===== src/rtl/apb_master_bridge_pkg.sv =====
// Shared APB requester types and widths.
// Also imported by the apb_slave benches.
package apb_pkg;

    localparam int APB_ADDR_W = 8;
    localparam int APB_DATA_W = 8;

    typedef enum logic [1:0] {
        IDLE,
        SETUP,
        ACCESS,
        RESP
    } apb_mst_state_e;

    // Wait-counter width; a disabled timeout still needs a 1-bit counter.
    function automatic int timer_width(input int timeout);
        return (timeout < 1) ? 1 : $clog2(timeout + 1);
    endfunction

endpackage


===== src/rtl/apb_master_bridge_if.sv =====
// Command/response handshake plus the APB3 requester-side bus.
// The bridge takes the master modport; the controller/completer side takes slave.
interface apb_master_bridge_if
    import apb_pkg::*;
#(
    parameter int ADDR_W = APB_ADDR_W,
    parameter int DATA_W = APB_DATA_W
);
    logic              cmd_valid;
    logic              cmd_ready;
    logic              cmd_write;
    logic [ADDR_W-1:0] cmd_addr;
    logic [DATA_W-1:0] cmd_wdata;
    logic              rsp_valid;
    logic              rsp_ready;
    logic [DATA_W-1:0] rsp_rdata;
    logic              rsp_err;
    logic              rsp_timeout;
    logic              PSEL;
    logic              PENABLE;
    logic              PWRITE;
    logic [ADDR_W-1:0] PADDR;
    logic [DATA_W-1:0] PWDATA;
    logic [DATA_W-1:0] PRDATA;
    logic              PREADY;
    logic              PSLVERR;

    modport master (
        input  cmd_valid, cmd_write, cmd_addr, cmd_wdata, rsp_ready,
               PRDATA, PREADY, PSLVERR,
        output cmd_ready, rsp_valid, rsp_rdata, rsp_err, rsp_timeout,
               PSEL, PENABLE, PWRITE, PADDR, PWDATA
    );

    modport slave (
        output cmd_valid, cmd_write, cmd_addr, cmd_wdata, rsp_ready,
               PRDATA, PREADY, PSLVERR,
        input  cmd_ready, rsp_valid, rsp_rdata, rsp_err, rsp_timeout,
               PSEL, PENABLE, PWRITE, PADDR, PWDATA
    );

endinterface


===== src/rtl/apb_master_bridge_wait_timer.sv =====
// Counts ACCESS cycles without PREADY and flags the cycle on which the
// transfer must be abandoned. TIMEOUT of 0 never expires.
module apb_wait_timer
    import apb_pkg::*;
#(
    parameter int TIMEOUT = 16
) (
    input  logic i_clk,
    input  logic i_srst,
    input  logic i_clear,
    input  logic i_enable,
    input  logic i_pready,
    output logic o_expire
);
    localparam int            CW    = timer_width(TIMEOUT);
    localparam logic [CW-1:0] LIMIT = (TIMEOUT == 0) ? '0 : CW'(TIMEOUT - 1);
    localparam logic [CW-1:0] MAX   = '1;

    logic [CW-1:0] r_count;

    // Saturates so a long stall can never wrap back below the limit.
    always_ff @(posedge i_clk) begin
        if (i_srst || i_clear) begin
            r_count <= '0;
        end else if (i_enable && !i_pready && (r_count != MAX)) begin
            r_count <= r_count + CW'(1);
        end
    end

    // PREADY in the same cycle suppresses expiry, so a late completion wins.
    assign o_expire = (TIMEOUT != 0) && i_enable && !i_pready && (r_count == LIMIT);

endmodule


===== src/rtl/apb_master_bridge.sv =====
// APB3 requester: one command in, one APB transfer, one response beat out.
// All outputs come straight from registers.
module apb_master_bridge
    import apb_pkg::*;
#(
    parameter int ADDR_W  = APB_ADDR_W,
    parameter int DATA_W  = APB_DATA_W,
    parameter int TIMEOUT = 16
) (
    input  logic                PCLK,
    input  logic                PRESET,
    apb_master_bridge_if.master bus
);
    apb_mst_state_e    r_state;
    logic              r_cmd_ready;
    logic              r_psel;
    logic              r_penable;
    logic              r_pwrite;
    logic [ADDR_W-1:0] r_paddr;
    logic [DATA_W-1:0] r_pwdata;
    logic              r_rsp_valid;
    logic [DATA_W-1:0] r_rsp_rdata;
    logic              r_rsp_err;
    logic              r_rsp_timeout;
    logic              w_expire;

    apb_wait_timer #(.TIMEOUT(TIMEOUT)) u_timer (
        .i_clk    (PCLK),
        .i_srst   (PRESET),
        .i_clear  (r_state == SETUP),
        .i_enable (r_state == ACCESS),
        .i_pready (bus.PREADY),
        .o_expire (w_expire)
    );

    always_ff @(posedge PCLK) begin
        if (PRESET) begin
            r_state       <= IDLE;
            r_cmd_ready   <= 1'b0;
            r_psel        <= 1'b0;
            r_penable     <= 1'b0;
            r_pwrite      <= 1'b0;
            r_paddr       <= '0;
            r_pwdata      <= '0;
            r_rsp_valid   <= 1'b0;
            r_rsp_rdata   <= '0;
            r_rsp_err     <= 1'b0;
            r_rsp_timeout <= 1'b0;
        end else begin
            case (r_state)
                IDLE: begin
                    if (bus.cmd_valid && r_cmd_ready) begin
                        r_cmd_ready <= 1'b0;
                        r_psel      <= 1'b1;
                        r_pwrite    <= bus.cmd_write;
                        r_paddr     <= bus.cmd_addr;
                        r_pwdata    <= bus.cmd_wdata;
                        r_state     <= SETUP;
                    end else begin
                        r_cmd_ready <= 1'b1;
                    end
                end
                SETUP: begin
                    r_penable <= 1'b1;
                    r_state   <= ACCESS;
                end
                ACCESS: begin
                    if (bus.PREADY) begin
                        r_psel        <= 1'b0;
                        r_penable     <= 1'b0;
                        r_rsp_valid   <= 1'b1;
                        r_rsp_rdata   <= r_pwrite ? '0 : bus.PRDATA;
                        r_rsp_err     <= bus.PSLVERR;
                        r_rsp_timeout <= 1'b0;
                        r_state       <= RESP;
                    end else if (w_expire) begin
                        r_psel        <= 1'b0;
                        r_penable     <= 1'b0;
                        r_rsp_valid   <= 1'b1;
                        r_rsp_rdata   <= '0;
                        r_rsp_err     <= 1'b1;
                        r_rsp_timeout <= 1'b1;
                        r_state       <= RESP;
                    end
                end
                RESP: begin
                    // Ready is raised here so IDLE can accept on its first cycle.
                    if (bus.rsp_ready) begin
                        r_rsp_valid <= 1'b0;
                        r_cmd_ready <= 1'b1;
                        r_state     <= IDLE;
                    end
                end
                default: r_state <= IDLE;
            endcase
        end
    end

    assign bus.cmd_ready   = r_cmd_ready;
    assign bus.PSEL        = r_psel;
    assign bus.PENABLE     = r_penable;
    assign bus.PWRITE      = r_pwrite;
    assign bus.PADDR       = r_paddr;
    assign bus.PWDATA      = r_pwdata;
    assign bus.rsp_valid   = r_rsp_valid;
    assign bus.rsp_rdata   = r_rsp_rdata;
    assign bus.rsp_err     = r_rsp_err;
    assign bus.rsp_timeout = r_rsp_timeout;

endmodule


===== src/flat_wrapper.sv =====
// flat-port wrapper written by rule: the top's interface ports become plain ports
module apb_master_bridge_flat import apb_pkg::*;
#(
    parameter int ADDR_W  = APB_ADDR_W,
    parameter int DATA_W  = APB_DATA_W,
    parameter int TIMEOUT = 16
)
  (PCLK, PRESET, bus_cmd_valid, bus_cmd_write, bus_cmd_addr, bus_cmd_wdata, bus_rsp_ready, bus_PRDATA, bus_PREADY, bus_PSLVERR, bus_cmd_ready, bus_rsp_valid, bus_rsp_rdata, bus_rsp_err, bus_rsp_timeout, bus_PSEL, bus_PENABLE, bus_PWRITE, bus_PADDR, bus_PWDATA);
  apb_master_bridge_if #(.ADDR_W(ADDR_W), .DATA_W(DATA_W)) bus_i ();
  input  logic PCLK;
  input  logic PRESET;
  input wire logic [$bits(bus_i.cmd_valid)-1:0] bus_cmd_valid;
  input wire logic [$bits(bus_i.cmd_write)-1:0] bus_cmd_write;
  input wire logic [$bits(bus_i.cmd_addr)-1:0] bus_cmd_addr;
  input wire logic [$bits(bus_i.cmd_wdata)-1:0] bus_cmd_wdata;
  input wire logic [$bits(bus_i.rsp_ready)-1:0] bus_rsp_ready;
  input wire logic [$bits(bus_i.PRDATA)-1:0] bus_PRDATA;
  input wire logic [$bits(bus_i.PREADY)-1:0] bus_PREADY;
  input wire logic [$bits(bus_i.PSLVERR)-1:0] bus_PSLVERR;
  output wire logic [$bits(bus_i.cmd_ready)-1:0] bus_cmd_ready;
  output wire logic [$bits(bus_i.rsp_valid)-1:0] bus_rsp_valid;
  output wire logic [$bits(bus_i.rsp_rdata)-1:0] bus_rsp_rdata;
  output wire logic [$bits(bus_i.rsp_err)-1:0] bus_rsp_err;
  output wire logic [$bits(bus_i.rsp_timeout)-1:0] bus_rsp_timeout;
  output wire logic [$bits(bus_i.PSEL)-1:0] bus_PSEL;
  output wire logic [$bits(bus_i.PENABLE)-1:0] bus_PENABLE;
  output wire logic [$bits(bus_i.PWRITE)-1:0] bus_PWRITE;
  output wire logic [$bits(bus_i.PADDR)-1:0] bus_PADDR;
  output wire logic [$bits(bus_i.PWDATA)-1:0] bus_PWDATA;
  assign bus_i.cmd_valid = bus_cmd_valid;
  assign bus_i.cmd_write = bus_cmd_write;
  assign bus_i.cmd_addr = bus_cmd_addr;
  assign bus_i.cmd_wdata = bus_cmd_wdata;
  assign bus_i.rsp_ready = bus_rsp_ready;
  assign bus_i.PRDATA = bus_PRDATA;
  assign bus_i.PREADY = bus_PREADY;
  assign bus_i.PSLVERR = bus_PSLVERR;
  assign bus_cmd_ready = bus_i.cmd_ready;
  assign bus_rsp_valid = bus_i.rsp_valid;
  assign bus_rsp_rdata = bus_i.rsp_rdata;
  assign bus_rsp_err = bus_i.rsp_err;
  assign bus_rsp_timeout = bus_i.rsp_timeout;
  assign bus_PSEL = bus_i.PSEL;
  assign bus_PENABLE = bus_i.PENABLE;
  assign bus_PWRITE = bus_i.PWRITE;
  assign bus_PADDR = bus_i.PADDR;
  assign bus_PWDATA = bus_i.PWDATA;
  apb_master_bridge #(.ADDR_W(ADDR_W), .DATA_W(DATA_W), .TIMEOUT(TIMEOUT)) u_core (.PCLK(PCLK), .PRESET(PRESET), .bus(bus_i));
endmodule

===== config.mk =====
export PLATFORM = sky130hd
export DESIGN_NAME = apb_master_bridge_flat
export DESIGN_NICKNAME = d
export VERILOG_FILES = /design/src/rtl/apb_master_bridge_pkg.sv /design/src/rtl/apb_master_bridge_if.sv /design/src/rtl/apb_master_bridge_wait_timer.sv /design/src/rtl/apb_master_bridge.sv /design/src/flat_wrapper.sv
export SDC_FILE = /design/constraint.sdc
export NUM_CORES = 1
export LEC_CHECK = 0
export CORE_UTILIZATION = 43
export CTS_CLUSTER_SIZE = 16
export DETAILED_ROUTE_END_ITERATION = 6
export PLACE_DENSITY = 0.82
export SYNTH_ARGS = -nofsm -noshare
export SYNTH_HDL_FRONTEND = slang
export SYNTH_SLANG_ARGS = --single-unit

===== constraint.sdc =====
create_clock -name PCLK -period 2.2 [get_ports PCLK]
set_input_delay 0.44 -clock PCLK [delete_from_list [all_inputs] [get_ports PCLK]]
set_output_delay 0.44 -clock PCLK [all_outputs]
set_load 0.1 [all_outputs]

Word-level counts from Yosys, hierarchy flattened
Cells that the tools add are included.
{ "op_classes": {"n_eq_ne": 8, "n_mux": 22, "n_addsub": 1, "reduce_logical": 19} }
{ "op_table": {"columns": ["operator", "count"], "rows": [
  ["$mux W8", 3],
  ["$mux W1", 10],
  ["$reduce_bool A2 Y1", 5],
  ["$reduce_and A3 Y1", 3],
  ["$mux W2", 4],
  ["$pmux W1 S2", 4],
  ["$pmux W2 S4", 1],
  ["$reduce_and A2 Y1", 4],
  ["$add A5 B1 Y5 const B", 1],
  ["$eq A5 B4 Y1 const B", 1],
  ["$ne A5 B5 Y1 const B", 1],
  ["$eq A2 B2 Y1 const B", 2],
  ["$logic_and A1 B1 Y1", 4],
  ["$ne A3 B2 Y1 const B", 1],
  ["$eq A2 B1 Y1 const B", 1],
  ["$logic_not A2 Y1", 1],
  ["$ne A2 B1 Y1 const B", 1],
  ["$ne A2 B2 Y1 const B", 1],
  ["$logic_not A1 Y1", 1],
  ["$logic_or A1 B1 Y1", 1]
]} }
{ "totals": {"reg_bits": 38, "word_cells": 62} }

Depth between registers and ports, before layout
{ "logic_depth": {"ltp_word": 6, "depth_mapped": 7, "depth_no_buf": 6} }

Modules after synthesis
A second synthesis with hierarchy kept.
{ "hier_totals": {"hier_cells": 165, "area_unflattened_um2": 1570.3} }
{ "by_module_without_submodules": {"columns": ["mod", "cells_per_inst", "area_per_inst_um2", "seq_area_each_um2", "instances"], "rows": [
  ["apb_master_bridge", 137, 1292.5, 660.6, 1],
  ["apb_wait_timer", 28, 277.8, 100.1, 1]
]} }

Worst setup path before layout
Ideal clock, no wire load.
{ "synth_timing": {"path_type": "flip-flop to flip-flop", "startpoint": "reg u_core.r_cmd_ready, in the netlist u_core.bus.cmd_ready", "endpoint": "reg u_core.r_state[1]", "path_buffers": 0, "stages_incl_launch_ff": 4, "setup_time_ps": 87, "t_arrival_ps": 1893, "setup_slack_ps": 220, "cell_sequence": "dfxtp_1 > a21boi_0 > or4_1 > o31ai_1"} }
{ "synth_via": {"elab_chain_len": 3} }
{ "synth_rtl": {"columns": ["item", "line", "rtl"], "rows": [
  ["start, declared", "apb_master_bridge.sv:15", "logic r_cmd_ready;"],
  ["start signal, assigned", "apb_master_bridge.sv:39", "r_cmd_ready <= 1'b0;"],
  ["start signal, assigned", "apb_master_bridge.sv:53", "r_cmd_ready <= 1'b0;"],
  ["start signal, assigned", "apb_master_bridge.sv:60", "r_cmd_ready <= 1'b1;"],
  ["$logic_and A1 B1 Y1", "apb_master_bridge.sv:52", "if (bus.cmd_valid && r_cmd_ready) begin"],
  ["$ne A2 B1 Y1 (no line)", null, null],
  ["$reduce_and A3 Y1 (no line)", null, null],
  ["end signal, assigned", "apb_master_bridge.sv:58", "r_state <= SETUP;"],
  ["end signal, assigned", "apb_master_bridge.sv:65", "r_state <= ACCESS;"],
  ["end signal, assigned", "apb_master_bridge.sv:75", "r_state <= RESP;"],
  ["end, declared", "apb_master_bridge.sv:14", "apb_mst_state_e r_state;"]
]} }
No other way between the ends.
A chain may end at the register's enable or synchronous reset.

Worst setup path after layout
{ "layout_timing": {"startpoint": "reg u_core.u_timer.r_count[0]", "endpoint": "reg u_core.u_timer.r_count[3]"} }
{ "layout_via": {"elab_chain_len": 2, "elab_cells_between_ends": 3} }
{ "layout_rtl": {"columns": ["item", "line", "rtl"], "rows": [
  ["start, declared", "apb_master_bridge_wait_timer.sv:19", "logic [CW-1:0] r_count;"],
  ["start signal, assigned", "apb_master_bridge_wait_timer.sv:26", "r_count <= r_count + CW'(1);"],
  ["parallel branches: the longest is 2 deep, another holds $add A5 B1 Y5", null, null]
]} }
Parallel ways; which one is timed is not known.

==> flow_summary_export.csv <==
group,metric,value,unit
run_status,outcome,"finished, final reports clean",
timing,setup_violations,0,
grt,met1_usage,0.251,
drt,drt-wirelength-per-cell,11.5,um
floorplanning,die_h,62.3,um
grt,use_met2,0.304,
critical_path,end_kind,"register",
power,powerDensity,1140,nW/um2
drt,drt_wl_total,3.44,mm
grt,grt_max_degree,21,
power,ir_drop,0.000642,V
clocking,worst_skew_pair.late_latency,0.33,ns
yosys,netlist_area,1560,um2
final_layout,drive_above_1_share,0.194,
timing,hold_viol_final,0,
critical_path,arrival,2.18,ns
yosys,seq_area_frac_synth,0.487,
clocking,cts_tree,"yes",
drt,drc_errors,0,
grt,grt_pass1_vias,1368,
critical_path,crit_slowest_cell,"or3b_1",
final_layout,antennaDiodeCount,0,
drt,drtAntennaViolNets,0,
critical_path,cp-start-kind,"register",
floorplanning,dieArea,3880,um2
worst_hold_path,hp-class,"reg -> reg",
place,gp_congestion,0.848,
critical_path,worstSetupPathType,"reg -> reg",
yosys,ys_seq_elements,38,
clocking,postCtsHoldBufs,0,
timing,holdWs,0.458,ns
critical_path,r2r_end,"u_core.u_timer.r_count[3]$_SDFFE_PP0P_",
yosys,synth_cell_types,32,
floorplanning,row_count,21,
grt,track_usage,0.193,
yosys,postSynthAreaPerCell,8.35,um2
floorplanning,die_x,62.3,um
grt,grt-busiest-layer,"met2",
floorplanning,ios,62,
clocking,clkTransAtPathRegs,0.10,ns
critical_path,cp.required,2.47,ns
grt,grt_overflow,0,
floorplanning,core-area,3420,um2
clocking,clk_root_buffer_cell,"clkbuf_4",
floorplanning,start_util,0.457,
final_layout,syn2layout_area_growth,42.9,%
clocking,clock-sinks,38,
critical_path,path_delay_family,"simple AND/OR/NAND/NOR gates",
grt,antenna_found_initial,0,
drt,drtPass1Iterations,4,
yosys,synth_fp_nets,225,
critical_path,cp_cell_sequence,"ha_1 -> and3_1 -> ha_1 -> or3b_1 -> or3_1 -> a21oi_1",
timing,fin_crit,1.91,ns
timing,tightest_slew,0.435,ns
critical_path,rrSetupSlack,0.29,ns
critical_path,r2r_cells,6,
yosys,syn_inst,187,
final_layout,nets,289,
critical_path,path_depth,6,
clocking,cts_resized,0,
timing,rsz0062_at_grt,"false",
drt,drtIter0Drc,59,
clocking,post_cts_buffers,0,
grt,grt_pass1_wl,6.02,mm
timing,maxSlewViolCount,0,
drt,vias_per_cell,4.90,
place,hpwl,2.53,mm
critical_path,cpMostUsedCell,"ha_1",
timing,tns,0,ns
flow_run,drv_cap,0,
critical_path,critPathMaxFanout,3,
critical_path,critPathLaunch,"u_core.u_timer.r_count[0]$_SDFFE_PP0P_",
yosys,yosys_warnings,0,
timing,relSlewSlack,0.708,
timing,finalCritPeriodShare,0.869,
power,leakagePower,0.000888,uW
grt,use_met3,0.0680,
final_layout,final_core_util,0.653,
timing,timing.fmax,523,MHz
critical_path,cp_num_buf_inv,0,
clocking,clk_path_buf_depth,2,
place,io_buffers,61,
critical_path,max_stage_delay,0.39,ns
critical_path,crit_end,"u_core.u_timer.r_count[3]$_SDFFE_PP0P_",
timing,skew,0.00439,ns
critical_path,r2r-start,"u_core.u_timer.r_count[0]$_SDFFE_PP0P_",
clocking,cts_buffers,5,
clocking,htree_levels,2,
drt,vias,1460,
tightest hold or removal path: cells and delay by family, from the launching register on:
family | cells | cell delay, ns
and+or+nand+nor | 1 | 0.05
DFF | 1 | 0.32
AOI/OAI and AO/OA | 1 | 0.05
area by class of cell:
cell class                      instances  area [um2]
Clock inverter                          1        30.0
Tap cell                               46        57.6
Inverter                                4        15.0
Multi-Input combinational cell        134         738
Timing Repair Buffer                   68         586
Clock buffer                            7        45.0
Sequential cell                        38         761
Fill cell                             305        1180
metrics by stage:
step / power, uW / std cells / worst slack, ns / area, um2
final: 2550 / 298 / 0.288 / 2230
after global routing: 2700 / 298 / 0.192 / 2230
after CTS: 2570 / 298 / 0.279 / 2230
after detailed placement: 2110 / 290 / 0.296 / 2160
after global placement: 2100 / 290 / 0.330 / 2160
after floorplan: 1820 / 187 / 0.220 / 1560
registers in the layout, summed over array words and instances (netlist names):
register / flops
u_core.bus.PADDR: 8
u_core.bus.PWDATA: 8
u_core.bus.rsp_rdata: 8
u_core.u_timer.r_count: 5
u_core.r_state: 2
u_core.bus.PENABLE: 1
u_core.bus.PSEL: 1
u_core.bus.PWRITE: 1
u_core.bus.cmd_ready: 1
u_core.bus.rsp_err: 1
u_core.bus.rsp_timeout: 1
u_core.bus.rsp_valid: 1
per-layer routing:
layer	part of all wire	wire [um]
met3	0.068	233
met2	0.44	1520
met4	0.0090	31
met5	0	0
met1	0.48	1650
how the worst min path moves through the flow:
stage,depth (start not counted),from,end
2_1_floorplan,2,u_core.u_timer.r_count[1]$_SDFFE_PP0P_,u_core.u_timer.r_count[1]$_SDFFE_PP0P_
3_3_place_gp,2,u_core.bus.rsp_rdata[0]$_SDFFE_PP0P_,u_core.bus.rsp_rdata[0]$_SDFFE_PP0P_
3_5_place_dp,2,u_core.bus.rsp_rdata[5]$_SDFFE_PP0P_,u_core.bus.rsp_rdata[5]$_SDFFE_PP0P_
4_1_cts,2,u_core.bus.rsp_rdata[5]$_SDFFE_PP0P_,u_core.bus.rsp_rdata[5]$_SDFFE_PP0P_
5_1_grt,2,u_core.bus.PWDATA[5]$_SDFFE_PP0P_,u_core.bus.PWDATA[5]$_SDFFE_PP0P_
6_report,2,u_core.bus.rsp_rdata[5]$_SDFFE_PP0P_,u_core.bus.rsp_rdata[5]$_SDFFE_PP0P_
synthesized netlist by cell type:
cell type | instances | area, um2
buf_2 | 5 | 25.0
nor3b_1 | 1 | 7.51
nand2_1 | 45 | 169
a21oi_1 | 29 | 145
nand3b_1 | 1 | 7.51
mux2_2 | 1 | 11.3
dfxtp_1 | 38 | 761
or3b_1 | 1 | 8.76
inv_1 | 4 | 15.0
nand2b_1 | 2 | 12.5
xnor2_1 | 2 | 17.5
o31ai_1 | 2 | 15.0
o21a_1 | 1 | 7.51
and3_1 | 2 | 12.5
nor3_1 | 1 | 5.00
o21ai_2 | 1 | 8.76
o21ai_0 | 5 | 25.0
or2_2 | 1 | 6.26
o311a_1 | 1 | 10.0
nor3b_2 | 1 | 12.5
a21boi_0 | 1 | 7.51
nor2b_1 | 3 | 18.8
and4bb_2 | 1 | 12.5
nand3_1 | 10 | 50.1
clkbuf_1 | 6 | 22.5
ha_1 | 7 | 87.6
nor2_1 | 8 | 30.0
a211oi_1 | 2 | 15.0
o22ai_1 | 1 | 6.26
a32oi_1 | 1 | 8.76
or3_1 | 2 | 12.5
or4_1 | 1 | 7.51
layout by cell type, fill, tap and decap left out, types with 2 or more instances in the layout:
cell / count
clkbuf_4: 5
nor2_1: 8
o21ai_0: 5
clkbuf_1: 2
nand2_1: 45
or3_1: 2
nor2b_1: 3
a211oi_1: 2
dfxtp_1: 38
ha_1: 7
xnor2_1: 2
nand3_1: 10
nand2b_1: 2
and3_1: 2
o31ai_1: 2
clkdlybuf4s50_1: 30
buf_4: 38
inv_1: 4
a21oi_1: 29
where the power goes:
group | switching (uW) | total, uW | internal [uW]
sequential | 64.3 | 856 | 791
combinational | 892 | 1230 | 340
clock | 217 | 458 | 241
cell families (layout without fill, tap and decap cells):
kind of cell             Yosys count  count (layout)  share of synthesized area
adder cells (fa/ha/maj)            7               7                     0.0561
AND/OR/NAND/NOR                   80              80                      0.239
AO/OA/AOI/OAI                     44              44                      0.159
buffers and inverters             15              80                     0.0401
flip-flops                        38              38                      0.487
multiplexers                       1               1                    0.00721
XOR/XNOR                           2               2                     0.0112
(Power assumes the default switching activity.)
